File: config.mk
export PLATFORM = sky130hd
export DESIGN_NAME = fp_wb_buffer
export DESIGN_NICKNAME = d
export VERILOG_FILES = /design/src/rtl/fp_pkg.sv /design/src/rtl/fp_wb_fwd_match.sv /design/src/rtl/fp_wb_buffer.sv
export SDC_FILE = /design/constraint.sdc
export NUM_CORES = 1
export LEC_CHECK = 0
export CORE_MARGIN = 4
export CORE_UTILIZATION = 35
export DETAILED_ROUTE_END_ITERATION = 12
export SYNTH_ARGS = -nofsm -noshare
export SYNTH_HDL_FRONTEND = slang
export SYNTH_SLANG_ARGS = --single-unit
File: constraint.sdc
create_clock -name Clk -period 4.4 [get_ports Clk]
set_clock_uncertainty 0.05 [all_clocks]
set_input_delay 0.88 -clock Clk [delete_from_list [all_inputs] [get_ports Clk]]
set_output_delay 0.88 -clock Clk [all_outputs]
set_load 0.005 [all_outputs]
File: src/rtl/fp_pkg.sv
// Shared FP datapath definitions, reused by the FP regfile, the FPU and the write-back buffer.
package fp_pkg;

    localparam int FP_DATA_WIDTH = 32;
    localparam int FP_ADDR_WIDTH = 5;
    localparam int FP_WB_DEPTH   = 4;

    typedef struct packed {
        logic [FP_ADDR_WIDTH-1:0] rd;
        logic [FP_DATA_WIDTH-1:0] data;
    } fp_entry_t;

endpackage

File: src/rtl/fp_wb_fwd_match.sv
// Youngest-match forwarding lookup for one regfile read port over the queued entries.
module fp_wb_fwd_match
    import fp_pkg::*;
#(
    parameter int DATA_WIDTH = FP_DATA_WIDTH,
    parameter int ADDR_WIDTH = FP_ADDR_WIDTH,
    parameter int DEPTH      = FP_WB_DEPTH
) (
    input  logic [DEPTH-1:0][ADDR_WIDTH-1:0] ent_rd_i,
    input  logic [DEPTH-1:0][DATA_WIDTH-1:0] ent_data_i,
    input  logic [$clog2(DEPTH)-1:0]         head_i,
    input  logic [$clog2(DEPTH):0]           count_i,
    input  logic [ADDR_WIDTH-1:0]            addr_i,
    output logic                             hit_o,
    output logic [DATA_WIDTH-1:0]            data_o
);

    localparam int PW = $clog2(DEPTH);
    localparam int CW = PW + 1;

    logic [PW-1:0] idx_s;

    // Walk oldest to youngest so that a later (younger) match overrides an earlier one.
    always_comb begin
        hit_o  = 1'b0;
        data_o = '0;
        idx_s  = '0;
        for (int k = 0; k < DEPTH; k++) begin
            idx_s = head_i + PW'(k);
            if ((CW'(k) < count_i) && (addr_i != '0) && (ent_rd_i[idx_s] == addr_i)) begin
                hit_o  = 1'b1;
                data_o = ent_data_i[idx_s];
            end else begin
                hit_o  = hit_o;
                data_o = data_o;
            end
        end
    end

endmodule

File: src/rtl/fp_wb_buffer.sv
// In-order FP result write-back queue with regfile drain, forwarding and busy-register scoreboard.
module fp_wb_buffer
    import fp_pkg::*;
#(
    parameter int DATA_WIDTH = FP_DATA_WIDTH,
    parameter int ADDR_WIDTH = FP_ADDR_WIDTH,
    parameter int DEPTH      = FP_WB_DEPTH
) (
    input  logic                       Clk,
    input  logic                       Rst_n,
    input  logic                       In_Valid,
    output logic                       In_Ready,
    input  logic [ADDR_WIDTH-1:0]      In_Rd,
    input  logic [DATA_WIDTH-1:0]      In_Data,
    input  logic                       Flush,
    input  logic                       Drain_En,
    output logic                       RF_WE,
    output logic [ADDR_WIDTH-1:0]      RF_W,
    output logic [DATA_WIDTH-1:0]      RF_Din,
    input  logic [ADDR_WIDTH-1:0]      Addr1,
    input  logic [ADDR_WIDTH-1:0]      Addr2,
    output logic                       Fwd1_Hit,
    output logic                       Fwd2_Hit,
    output logic [DATA_WIDTH-1:0]      Fwd1_Data,
    output logic [DATA_WIDTH-1:0]      Fwd2_Data,
    output logic [2**ADDR_WIDTH-1:0]   Busy,
    output logic [$clog2(DEPTH):0]     Count
);

    localparam int PW = $clog2(DEPTH);
    localparam int CW = PW + 1;

    logic [PW-1:0]                    head_q, head_d;
    logic [PW-1:0]                    tail_q, tail_d;
    logic [CW-1:0]                    count_q, count_d;
    logic [DEPTH-1:0][ADDR_WIDTH-1:0] rd_q, rd_d;
    logic [DEPTH-1:0][DATA_WIDTH-1:0] data_q, data_d;

    logic                             ready_s;
    logic                             empty_s;
    logic                             push_s;
    logic                             pop_s;
    logic [PW-1:0]                    busy_idx_s;
    logic [2**ADDR_WIDTH-1:0]         busy_s;

    assign ready_s = (count_q != CW'(DEPTH));
    assign empty_s = (count_q == '0);
    // Results for f0 complete the handshake but never occupy a slot.
    assign push_s  = In_Valid && ready_s && !Flush && (In_Rd != '0);
    assign pop_s   = !empty_s && Drain_En && !Flush;

    // Next-state for pointers, occupancy and entry storage; Flush overrides push and pop.
    always_comb begin
        head_d  = head_q;
        tail_d  = tail_q;
        count_d = count_q;
        rd_d    = rd_q;
        data_d  = data_q;
        if (Flush) begin
            head_d  = '0;
            tail_d  = '0;
            count_d = '0;
        end else begin
            if (push_s) begin
                rd_d[tail_q]   = In_Rd;
                data_d[tail_q] = In_Data;
                tail_d         = tail_q + 1'b1;
            end else begin
                tail_d = tail_q;
            end
            if (pop_s) begin
                head_d = head_q + 1'b1;
            end else begin
                head_d = head_q;
            end
            case ({push_s, pop_s})
                2'b10:   count_d = count_q + 1'b1;
                2'b01:   count_d = count_q - 1'b1;
                default: count_d = count_q;
            endcase
        end
    end

    // State registers with asynchronous active-low reset.
    always_ff @(posedge Clk or negedge Rst_n) begin
        if (!Rst_n) begin
            head_q  <= '0;
            tail_q  <= '0;
            count_q <= '0;
            rd_q    <= '0;
            data_q  <= '0;
        end else begin
            head_q  <= head_d;
            tail_q  <= tail_d;
            count_q <= count_d;
            rd_q    <= rd_d;
            data_q  <= data_d;
        end
    end

    // Busy scoreboard: decode every live entry's destination register.
    always_comb begin
        busy_s     = '0;
        busy_idx_s = '0;
        for (int k = 0; k < DEPTH; k++) begin
            busy_idx_s = head_q + PW'(k);
            if (CW'(k) < count_q) begin
                busy_s[rd_q[busy_idx_s]] = 1'b1;
            end else begin
                busy_s = busy_s;
            end
        end
    end

    fp_wb_fwd_match #(
        .DATA_WIDTH (DATA_WIDTH),
        .ADDR_WIDTH (ADDR_WIDTH),
        .DEPTH      (DEPTH)
    ) u_fwd1 (
        .ent_rd_i   (rd_q),
        .ent_data_i (data_q),
        .head_i     (head_q),
        .count_i    (count_q),
        .addr_i     (Addr1),
        .hit_o      (Fwd1_Hit),
        .data_o     (Fwd1_Data)
    );

    fp_wb_fwd_match #(
        .DATA_WIDTH (DATA_WIDTH),
        .ADDR_WIDTH (ADDR_WIDTH),
        .DEPTH      (DEPTH)
    ) u_fwd2 (
        .ent_rd_i   (rd_q),
        .ent_data_i (data_q),
        .head_i     (head_q),
        .count_i    (count_q),
        .addr_i     (Addr2),
        .hit_o      (Fwd2_Hit),
        .data_o     (Fwd2_Data)
    );

    assign In_Ready = ready_s;
    assign RF_WE    = pop_s;
    assign RF_W     = empty_s ? '0 : rd_q[head_q];
    assign RF_Din   = empty_s ? '0 : data_q[head_q];
    assign Busy     = busy_s;
    assign Count    = count_q;

endmodule

==> impl_metrics.json, run 1 <==
{
  "core_area_um2": 43080,
  "dr.first_iter.drc_count": 1788,
  "fin_setup_tns_ns": -2.052,
  "yosys_warnings": 0,
  "synthCells": 1812,
  "place_inst": 2577,
  "crit_required_ns": 3.47,
  "fin_nets": 2170,
  "seq_area_um2": 3886,
  "die_h_um": 216.9,
  "cp_max_fo": 7,
  "clk_path_buf_depth": 2,
  "finalMaxSlewViolations": 0,
  "die-area_um2": 47040,
  "reg2reg_from": "Count[0]$_DFFE_PN0P_",
  "yosys.area.top_type_share_pct": 25.40,
  "status": "complete, but fails checks",
  "vias_per_cell": 6.194,
  "pwr-share-comb_pct": 70.4,
  "hpwl_um": 40350,
  "synth_xor_area_share_pct": 2.409,
  "fin_cells": 2709,
  "synth_compound_area_share_pct": 26.93,
  "yosys.area_share.simple_pct": 14.95,
  "drive_above_1_share_pct": 38.58,
  "dr.pass1.iters": 6,
  "drt-total-wl_um": 63950,
  "slowest_stage": "dfrtp_4",
  "intPower_mw": 7.535,
  "crit_family": "compound AO/OA/AOI/OAI gates",
  "reg2reg_to": "Count[2]$_DFFE_PN0P_",
  "worst_pin_slew_ns": 1.080,
  "ant_nets": 0,
  "worstPathArrival_ns": 3.63,
  "root_buffer": "clkbuf_16",
  "antenna_found_initial": 2,
  "synthMostInstantiatedCell": "mux2_2",
  "violations": "negative setup slack",
  "relSlewSlack_pct": 27.99,
  "globalplace.congestion": 0.9371,
  "cellLeakagePower_nw": 8.364,
  "nFillCells": 3941,
  "fin_area_um2": 21670,
  "cap_viol_max_count": 0,
  "vias": 16780,
  "slowest_delay_ns": 0.55,
  "synthFlopType": "dfrtp_1",
  "yosys-top-cells-count": "223 x mux2_2, 194 x nor2_1, 155 x dfrtp_1",
  "seqPwrFrac_pct": 19.3,
  "grt_max_degree": 138,
  "routedWlPerCell_um": 23.61,
  "rsz0062_at_grt": "true",
  "clkSinkCount": 155,
  "worst-path-buf-inv": 5,
  "cts_tree": "yes",
  "fmax_mhz": 219.3,
  "ys_seq_area_share_pct": 25.40,
  "p_per_area_nw_per_um2": 675.0,
  "io_pins": 192,
  "area_growth_pct": 41.92,
  "reg2reg_slack_ns": 1.94,
  "synthMuxAreaShare_pct": 23.74,
  "cp_common_cell": "buf_12",
  "rr_worst_depth": 9,
  "final.setup.worst_slack_ns": -0.1608,
  "syn_avg_cell_area_um2": 8.428,
  "synth.cell_area_um2": 15270,
  "synth_async_sr_flop_share_pct": 100.0,
  "gr-total-overflow": 0,
  "place_area_um2": 18930,
  "port_buffers": 191,
  "yosysTopAreaCell": "dfrtp_1",
  "cp_cell_sequence": "buf_12 -> buf_16 -> or3b_4 -> a21oi_2 -> o21ai_1 -> a2111o_1 -> or2_4 -> o211a_4 -> buf_12 -> buf_6 -> a221o_1 -> buf_2",
  "synth_edf_count": 0,
  "worst_setup_path_end_kind": "output port",
  "path_clk_slew_ns": 0.08,
  "netSwitchingFraction_pct": 48.50,
  "fin_hold_ws_ns": 0.4342,
  "power_switching_mw": 7.095,
  "drcViolationCount": 0,
  "grt_pass1_vias": 15840,
  "finalHoldViolations": 0,
  "crit_type": "flip-flop to output port",
  "pwr-share-clk_pct": 10.3,
  "synth_top_family_by_area": "compound AO/OA/AOI/OAI gates",
  "clk-insertion-delay-late_ns": 0.47,
  "peakVddDrop_v": 0.0003378,
  "numCtsBuffers": 17,
  "min_path_type": "input port to asynchronous set/reset pin",
  "start_kind": "flip-flop",
  "synth_adder_area_share_pct": 0.6554,
  "min_period_ns": 4.561,
  "start_util_pct": 35.45,
  "syn_nets": 1872,
  "synth-seq-cells": 155,
  "die_x_um": 216.9,
  "grt.total_usage_pct": 25.37,
  "synth.distinct_cells": 67,
  "finalSetupViolCount": 36,
  "synth_area_leaders": "dfrtp_1 25%, mux2_2 16%, o221ai_1 6.1%, mux2i_1 5.6%, o21ai_0 4.9%",
  "grt_pass1_wl_um": 94340,
  "multi_input_area_um2": 11680,
  "post-route-period-util_pct": 103.7,
  "rows": 76,
  "htreeDepth": 4
}
## layout by cell type, fill, tap and decap left out, types with 23 or more instances in the layout
cell               n
buf_4            148
xnor2_1           23
clkbuf_2          23
o221ai_1          54
a31o_2            26
nor2_1           187
o21ai_0          133
nor3_1            70
a22oi_1           33
nand2b_1          36
mux2i_1           69
nand2_1           85
a21oi_1           30
mux2_2           220
a211oi_1          34
buf_2             31
o31ai_1           25
o22ai_1           50
buf_12            48
buf_6             61
o221ai_2          46
clkdlybuf4s50_1  120
dfrtp_1          153
## final cells by class
cell class,instances,area share [%]
clock buffers,17,1.963
inverters,22,0.3925
diodes,1,0.01155
well taps,585,3.377
flip-flops and latches,155,17.93
repair buffers,461,21.72
multi-input cells,1453,53.88
clock inverters,15,0.7216
## state kept, by name, indices dropped and copies added, names as in the netlist
name	cells
rd_q	20
Count	3
tail_q	2
data_q	128
head_q	2
## timing repair
| item | CTS | global route |
|---|---|---|
| setup buffers | 51 | 50 |
| gates resized for setup | 287 | 254 |
| endpoints found under the hold margin | 0 | 0 |
| pin swaps | 100 | 92 |
| hold buffers | 0 | 0 |
| endpoints found under the setup margin | 79 | 83 |
| cloned | 9 | 5 |
## routing by layer
metal | part of all wire (%) | track usage [%]
met1 | 42 | 33.32
met2 | 47 | 41.01
met3 | 7.4 | 4.482
met4 | 4.0 | 11.43
met5 | 0.017 | 0
## power by group through the flow
| stage | logic [mW] | clock network [mW] | registers (mW) |
|---|---|---|---|
| after global routing | 11.0 | 1.59 | 2.91 |
| final | 10.3 | 1.51 | 2.82 |
| after global placement | 8.71 | 0 | 2.70 |
| after CTS | 9.36 | 1.54 | 2.73 |
| after floorplan | 5.62 | 0 | 2.47 |
| after detailed placement | 8.77 | 0 | 2.74 |
## worst register-to-register path, stage by stage, from the launching register on
cell     delay (ns)
dfrtp_1        0.51
inv_1          0.12
ha_1           0.23
nor2b_4        0.16
buf_12         0.17
nor2b_1        0.57
and3_1         0.26
a31oi_1        0.06
xnor2_1        0.15
nor2_1         0.05
## kinds of logic (layout without fill, tap and decap cells)
kind of cell | count (synthesis) | after routing
AOI/OAI and AO/OA | 588 | 589
and+or+nand+nor | 493 | 493
muxes | 321 | 321
buffers and inverters | 205 | 515
DFF | 155 | 155
xor gates and xnor gates | 42 | 42
adders and majority gates | 8 | 8
other | 0 | 1
## how the worst max path moves through the flow
stage | startpoint | to | slack (ns) | depth (start not counted)
after detailed placement | Addr2[2] | Fwd2_Data[0] | -0.53 | 13
final | head_q[1]$_DFFE_PN0P_ | Fwd2_Data[7] | -0.16 | 12
after global placement | Addr2[2] | Fwd2_Data[0] | -0.49 | 13
after floorplan | Addr2[2] | Fwd2_Data[28] | 0.33 | 12
after CTS | head_q[1]$_DFFE_PN0P_ | Fwd1_Data[31] | -0.27 | 12
after global routing | head_q[1]$_DFFE_PN0P_ | Fwd1_Data[13] | -0.24 | 15
## through the flow
step | setup WS [ns] | util [%] | total power, mW
2_1_floorplan | 0.3257 | - | 8.092
3_3_place_gp | -0.4879 | 43.94 | 11.41
3_5_place_dp | -0.5309 | 43.94 | 11.51
4_1_cts | -0.2678 | 47.71 | 13.63
5_1_grt | -0.2422 | 50.31 | 15.53
6_report | -0.1608 | 50.32 | 14.63
Note: power is estimated with default switching activity, not from simulation.
==> run 2, diff against run 1 <==
--- a/config.mk
+++ b/config.mk
@@ -8,6 +8,7 @@
 export CORE_MARGIN = 4
 export CORE_UTILIZATION = 35
 export DETAILED_ROUTE_END_ITERATION = 12
+export MAX_ROUTING_LAYER = met4
 export SYNTH_ARGS = -nofsm -noshare
 export SYNTH_HDL_FRONTEND = slang
 export SYNTH_SLANG_ARGS = --single-unit
==> impl_metrics.json, run 2 (synthesis results as in run 1) <==
{
  "post-route-period-util_pct": 104.9,
  "rows": 76,
  "p_per_area_nw_per_um2": 687.6,
  "pwr-share-clk_pct": 10.1,
  "grt_max_degree": 118,
  "port_buffers": 191,
  "dr.first_iter.drc_count": 1872,
  "cp_cell_sequence": "mux2i_1 -> xnor2_1 -> buf_4 -> nor3_1 -> o211ai_1 -> buf_4 -> nor4_4 -> o21ai_0 -> a22oi_1 -> buf_4 -> clkdlybuf4s50_1",
  "die-area_um2": 47040,
  "drcViolationCount": 0,
  "htreeDepth": 4,
  "cp_common_cell": "buf_4",
  "worstPathArrival_ns": 3.69,
  "finalHoldViolations": 0,
  "grt.total_usage_pct": 26.53,
  "rsz0062_at_grt": "true",
  "crit_required_ns": 3.47,
  "io_pins": 192,
  "slowest_delay_ns": 0.53,
  "mostFrequentLayoutCell": "mux2_2",
  "intPower_mw": 7.860,
  "worst-path-buf-inv": 4,
  "vias": 17070,
  "fmax_mhz": 216.6,
  "numCtsBuffers": 17,
  "grt_pass1_vias": 16140,
  "crit_type": "flip-flop to output port",
  "hpwl_um": 41030,
  "largest_reg_flops": 128,
  "final.setup.worst_slack_ns": -0.2158,
  "power_switching_mw": 7.139,
  "pwr-share-comb_pct": 71.1,
  "cellLeakagePower_nw": 8.606,
  "status": "complete, but fails checks",
  "fin_nets": 2178,
  "drt-total-wl_um": 65210,
  "drive_above_1_share_pct": 37.56,
  "reg2reg_slack_ns": 2.05,
  "finalMaxSlewViolations": 0,
  "clkSinkCount": 155,
  "worst_setup_path_end_kind": "output port",
  "cts_tree": "yes",
  "gr-total-overflow": 0,
  "peakVddDrop_v": 0.0003995,
  "dr.pass1.iters": 8,
  "final_core_util_pct": 50.64,
  "place_inst": 2569,
  "vias_per_cell": 6.283,
  "netSwitchingFraction_pct": 47.60,
  "antenna_found_initial": 2,
  "min_path_type": "input port to asynchronous set/reset pin",
  "fin_setup_tns_ns": -2.222,
  "finalSetupViolCount": 30,
  "root_buffer": "clkbuf_16",
  "core_area_um2": 43080,
  "violations": "negative setup slack",
  "crit_family": "buffers and inverters",
  "worst_pin_slew_ns": 1.234,
  "die_x_um": 216.9,
  "hold_buffers": 0,
  "routedWlPerCell_um": 24.00,
  "area_growth_pct": 42.83,
  "clk_path_buf_depth": 2,
  "die_h_um": 216.9,
  "dp_slack_ns": -0.5019,
  "relSlewSlack_pct": 17.72,
  "min_period_ns": 4.616,
  "start_kind": "flip-flop",
  "cap_viol_max_count": 0,
  "seqPwrFrac_pct": 18.7,
  "grt_pass1_wl_um": 96670,
  "nFillCells": 3982,
  "clk-insertion-delay-late_ns": 0.46,
  "fin_cells": 2717,
  "top_register": "data_q",
  "slowest_stage": "mux2i_1",
  "globalplace.congestion": 0.9760,
  "path_clk_slew_ns": 0.07,
  "final_cell_mix": "221 x mux2_2, 187 x nor2_1, 172 x buf_4, 153 x dfrtp_1, 116 x o21ai_0",
  "cp_max_fo": 7,
  "ant_nets": 0,
  "start_util_pct": 35.45
}
-- run 2: changes by cell type in the layout (fill, tap and decap cells not counted), moves of 9 or more --
cell / previous run / this run
buf_2: 31 / 14
dlymetal6s2s_1: 3 / 12
o21ai_0: 133 / 116
o21ai_1: 19 / 38
buf_4: 148 / 172
dlygate4sd2_1: 7 / 18
buf_6: 61 / 37
-- run 2: final cells by class --
cell class | count | area [um2] | area share, %
Antenna cell | 2 | 5.005 | 0.02294
Clock buffer | 22 | 474.2 | 2.174
Clock inverter | 9 | 112.6 | 0.5162
Inverter | 22 | 90.09 | 0.4130
Multi-Input combinational cell | 1453 | 11620 | 53.29
Sequential cell | 155 | 3886 | 17.82
Tap cell | 585 | 732.0 | 3.356
Timing Repair Buffer | 469 | 4888 | 22.41
-- run 2: routing by layer --
metal | vias up | routed length, um | global-route usage, %
li1 | 7574 | - | -
met3 | 201 | 5061 | 4.580
met1 | 8342 | 27070 | 34.21
met4 | 0 | 2861 | 9.964
met2 | 953 | 30220 | 42.03
met5 | - | 0 | -
-- run 2: per-stage QoR --
stage               hold WS [ns]  cell area, um2  power, mW
finish                    0.4579           21810      15.00
global route              0.4981           21810      15.90
CTS                       0.4706           20430      13.86
detailed placement        0.4609           18830      11.67
global placement          0.4515           18830      11.51
floorplan                 0.4423           15270      8.092
-- run 2: repair_timing --
action,4_1_cts,5_1_grt
resized for setup,218,268
setup endpoints to repair,75,90
pin swaps,60,107
cloned,9,6
setup buffers,37,70
-- run 2: path summary, 6_finish.rpt --
path	from	to	cells past startpoint
worst min register to register	data_q[123]$_DFFE_PN0P_	data_q[123]$_DFFE_PN0P_	1
min in group Clk	data_q[123]$_DFFE_PN0P_	data_q[123]$_DFFE_PN0P_	1
worst max register to register	Count[1]$_DFFE_PN0P_	Count[2]$_DFFE_PN0P_	9
max in group asynchronous	Rst_n	head_q[1]$_DFFE_PN0P_	2
worst max-delay path	head_q[1]$_DFFE_PN0P_	Fwd1_Data[2]	11
worst min-delay path	Rst_n	data_q[8]$_DFFE_PN0P_	1
-- run 2: power groups by stage --
stage	Sequential [mW]	Combinational [mW]	Clock, mW
finish	2.81	10.7	1.52
global route	2.90	11.4	1.61
CTS	2.73	9.57	1.56
detailed placement	2.75	8.92	0
global placement	2.69	8.81	0
floorplan	2.47	5.62	0
